[src/rtl/maze_port_arbiter.sv]
// Two-requester arbiter sharing one maze memory port; round-robin on ties, requests sampled only in IDLE.
// Latency: ack is high in the third cycle after the accepting IDLE edge; one access per 4 cycles.
// Backpressure: requesters hold req/we/row/col until their ack; requests seen outside IDLE are ignored.
module maze_port_arbiter #(
    parameter int maze_width = 6
) (
    input  logic                  clk,
    input  logic                  rst_n,
    input  logic                  req0,
    input  logic                  req1,
    input  logic                  we0,
    input  logic                  we1,
    input  logic [maze_width-1:0] row0,
    input  logic [maze_width-1:0] col0,
    input  logic [maze_width-1:0] row1,
    input  logic [maze_width-1:0] col1,
    output logic                  ack0,
    output logic                  ack1,
    output logic                  rdata0,
    output logic                  rdata1,
    output logic [maze_width-1:0] row,
    output logic [maze_width-1:0] col,
    output logic                  maze_oe,
    output logic                  maze_we,
    input  logic                  maze_in,
    output logic                  busy,
    output logic                  gnt
);

    typedef enum logic [1:0] {IDLE, ISSUE, WAIT, ACK} state_t;

    state_t state;
    logic   last_gnt;
    logic   we_lat;
    logic   win;
    logic   win_we;

    // On a tie the requester not served last wins; a lone request always wins.
    always_comb begin
        win    = (req0 && req1) ? ~last_gnt : req1;
        win_we = win ? we1 : we0;
    end

    always_ff @(posedge clk or negedge rst_n) begin
        if (!rst_n) begin
            state    <= IDLE;
            last_gnt <= 1'b1;
            we_lat   <= 1'b0;
            ack0     <= 1'b0;
            ack1     <= 1'b0;
            rdata0   <= 1'b0;
            rdata1   <= 1'b0;
            row      <= '0;
            col      <= '0;
            maze_oe  <= 1'b0;
            maze_we  <= 1'b0;
            busy     <= 1'b0;
            gnt      <= 1'b0;
        end else begin
            case (state)
                IDLE: begin
                    if (req0 || req1) begin
                        state    <= ISSUE;
                        gnt      <= win;
                        last_gnt <= win;
                        we_lat   <= win_we;
                        row      <= win ? row1 : row0;
                        col      <= win ? col1 : col0;
                        maze_oe  <= ~win_we;
                        maze_we  <= win_we;
                        busy     <= 1'b1;
                    end
                end
                ISSUE: begin
                    state   <= WAIT;
                    maze_oe <= 1'b0;
                    maze_we <= 1'b0;
                end
                WAIT: begin
                    state <= ACK;
                    // Read data returns one cycle after the strobe, i.e. during WAIT.
                    if (!we_lat) begin
                        if (gnt) rdata1 <= maze_in;
                        else     rdata0 <= maze_in;
                    end
                    ack0 <= ~gnt;
                    ack1 <= gnt;
                end
                ACK: begin
                    state <= IDLE;
                    ack0  <= 1'b0;
                    ack1  <= 1'b0;
                    busy  <= 1'b0;
                end
                default: state <= IDLE;
            endcase
        end
    end

endmodule

[config.mk]
export PLATFORM = sky130hd
export DESIGN_NAME = maze_port_arbiter
export DESIGN_NICKNAME = d
export VERILOG_FILES = /design/src/rtl/maze_port_arbiter.sv
export SDC_FILE = /design/constraint.sdc
export NUM_CORES = 1
export LEC_CHECK = 0
export CAP_MARGIN = 10
export CORE_UTILIZATION = 30
export DETAILED_ROUTE_END_ITERATION = 8
export PLACE_DENSITY = 0.69
export SLEW_MARGIN = 20
export SYNTH_ARGS = -nofsm -noshare
export SYNTH_HDL_FRONTEND = slang
export SYNTH_SLANG_ARGS = --single-unit
[constraint.sdc]
create_clock -name clk -period 3.7 [get_ports clk]
set_input_delay 0.37 -clock clk [delete_from_list [all_inputs] [get_ports clk]]
set_output_delay 0.37 -clock clk [all_outputs]
set_load 0.1 [all_outputs]
==> metrics.txt <==
outcome=completed; Max Slew Vio Count=0; Starting Density=32.8%; DR vias/cell=4.58; crit path DAT=around 1.9 ns; CTS root buf=clkbuf_8; boundary pin count=51; # port buffers=50; initial antenna violation count=0; ANT cells=0; Clock Sinks=24; Worst setup EP type=primary output; Worst-Skew Late Latency=about 0.26 ns; Avg WL per Cell=12.4 microns; FILL cells=approximately 330; Fmax achieved=446 MHz; Final ANT Viol Nets=0; Worst Path Class, Setup=reg -> out; TritonCTS Buffers=3; Setup-failing EPs final=0; Final Hold Viols=0; H-tree depth=1; total track usage=13.2%; gate count of the mapped netlist=104; Via Count=911; CP peak stage delay=1.16 ns; Avg Cell Area, Syn=10.9 sq um; largest net degree at the start of global routing=31; vias in the first global route=just under 1000; Crit path buffers/inverters=1; CTS tree=done; global-route wire length before repair=4.20 mm; GR Overflow Total=0; fin crit share=60.5%; post-CTS setup buffer count=0; CTS max path bufs=2; Syn Nets=140; DRC=0; num rows=21; CTS-repair resized insts=0; Ys Warns=0; # Max-Cap Violations=0; register area=around 600 sq um; Final nets=190; Fin Setup TNS=0 ns; minimum clock period=2.24 ns; die area=4040 sq um; area of the mapped netlist=approximately 1100 sq um; dpl hpwl=1.96 mm; RSZ-0062 raised after global routing=false; Post-Route WL=2.47 mm; clock transition at the registers of the reported paths=around 0.080 ns; crit-path leading delay family=buffers and inverters; Tightest Pin Transition=between 0.9 and 1 ns; hold buffers post-CTS=0; worst min-delay path class=in -> async; total core area=3470 sq um; CP Cell Sequence=clkdlybuf4s50_1; post-synthesis register bit count=24; Multi-input gate area=502 sq um; initial DRC count=29; Clock Skew=0.00157 ns; R2R setup slack=1.91 ns; slowest CP cell=clkdlybuf4s50_1; WP data required=3.33 ns; part of the Yosys area used for sequential elements=53.0%; Die Y=63.5 microns; Die X=63.5 microns; gpl congestion=0.800; DR pass1 iterations=3; Netlist cell types=22; crit start category=register; area delta synth->final=52.0%; relative slew slack=33.8%; Crit Path Max Fanout=6; fraction of layout cells with a size suffix above 1=7.19%
## flip-flops by register name (all words and copies together) (netlist names)
name      flops
we_lat        1
rdata0        1
maze_we       1
maze_oe       1
ack0          1
col           6
gnt           1
state         2
busy          1
ack1          1
rdata1        1
row           6
last_gnt      1
## cells in the mapped netlist
master	count	area (sq um)
nand3b_1	1	7.51
nor2b_1	1	6.26
o31ai_1	1	7.51
buf_6	1	11.3
a21oi_1	3	15.0
dfrtp_1	23	576
o21ai_0	8	40.0
a21bo_1	2	20.0
o21ai_1	9	45.0
nor3b_1	1	7.51
clkbuf_1	2	7.51
nand2_1	15	56.3
nor3_1	1	5.00
a31oi_1	1	6.26
dfstp_2	1	26.3
nor3b_2	1	12.5
inv_1	4	15.0
mux2_2	3	33.8
mux2i_1	15	150
nor2_1	4	15.0
buf_2	2	10.0
ha_1	5	62.6
## stage by stage
step,utilization (%),worst slack (ns),cell area (sq um),hold slack (ns),instances
floorplan,-,2.14,1140,0.0744,104
global placement,48.1,1.59,1670,0.470,195
detailed placement,48.1,1.49,1670,0.471,195
CTS,49.7,1.45,1720,0.490,199
global route,49.8,1.41,1730,0.118,199
finish,49.8,1.46,1730,0.0703,199
## layout by cell type, fill, tap and decap left out
cell,n
mux2_2,3
clkdlybuf4s50_1,49
dfrtp_1,23
ha_1,5
o21ai_1,9
nor2b_1,1
nor2_1,4
buf_2,1
mux2i_1,15
nor3b_2,1
a31oi_1,1
o21ai_0,7
a21bo_1,2
o21ai_4,1
nor3b_1,1
clkbuf_8,4
dfstp_2,1
nor3_1,1
o31ai_1,1
nand3b_1,1
a21oi_1,3
nand2_1,15
inv_1,4
## cell type report
type | instances | share of cell area (%)
repair buffers | 50 | 28.7
inverters | 4 | 0.870
well taps | 46 | 3.33
flip-flops and latches | 24 | 34.9
multi-input cells | 71 | 29.1
clock buffers | 4 | 3.19
## cells by family (layout without fill, tap and decap cells)
family,Yosys count,count (layout),synth area share (%)
fa+ha+maj,5,5,5.51
compound gates,24,24,11.8
buf+inv,9,58,3.85
mux,18,18,16.2
simple gates,24,24,9.69
flops,24,24,53.0
## final timing paths
check                          from       end  depth (start not counted)
min                           rst_n      busy                          1
max                             gnt       gnt                          1
max in group asynchronous     rst_n  last_gnt                          1
min reg2reg                  col[5]    col[5]                          2
max reg2reg                state[1]  state[1]                          4
min in group clk             col[5]    col[5]                          2
## routing by layer
layer | GRT usage, % | wire (microns) | vias up
li1 | - | - | 453
met1 | 15.8 | 1120 | 422
met2 | 23.4 | 1210 | 31
met3 | 2.17 | 98 | 5
met4 | 5.11 | 40 | 0
met5 | 0 | 0 | -
Power is left out: the tool's default activity adds up to more than one toggle a clock period on the data nets, which glitch-free logic cannot reach.
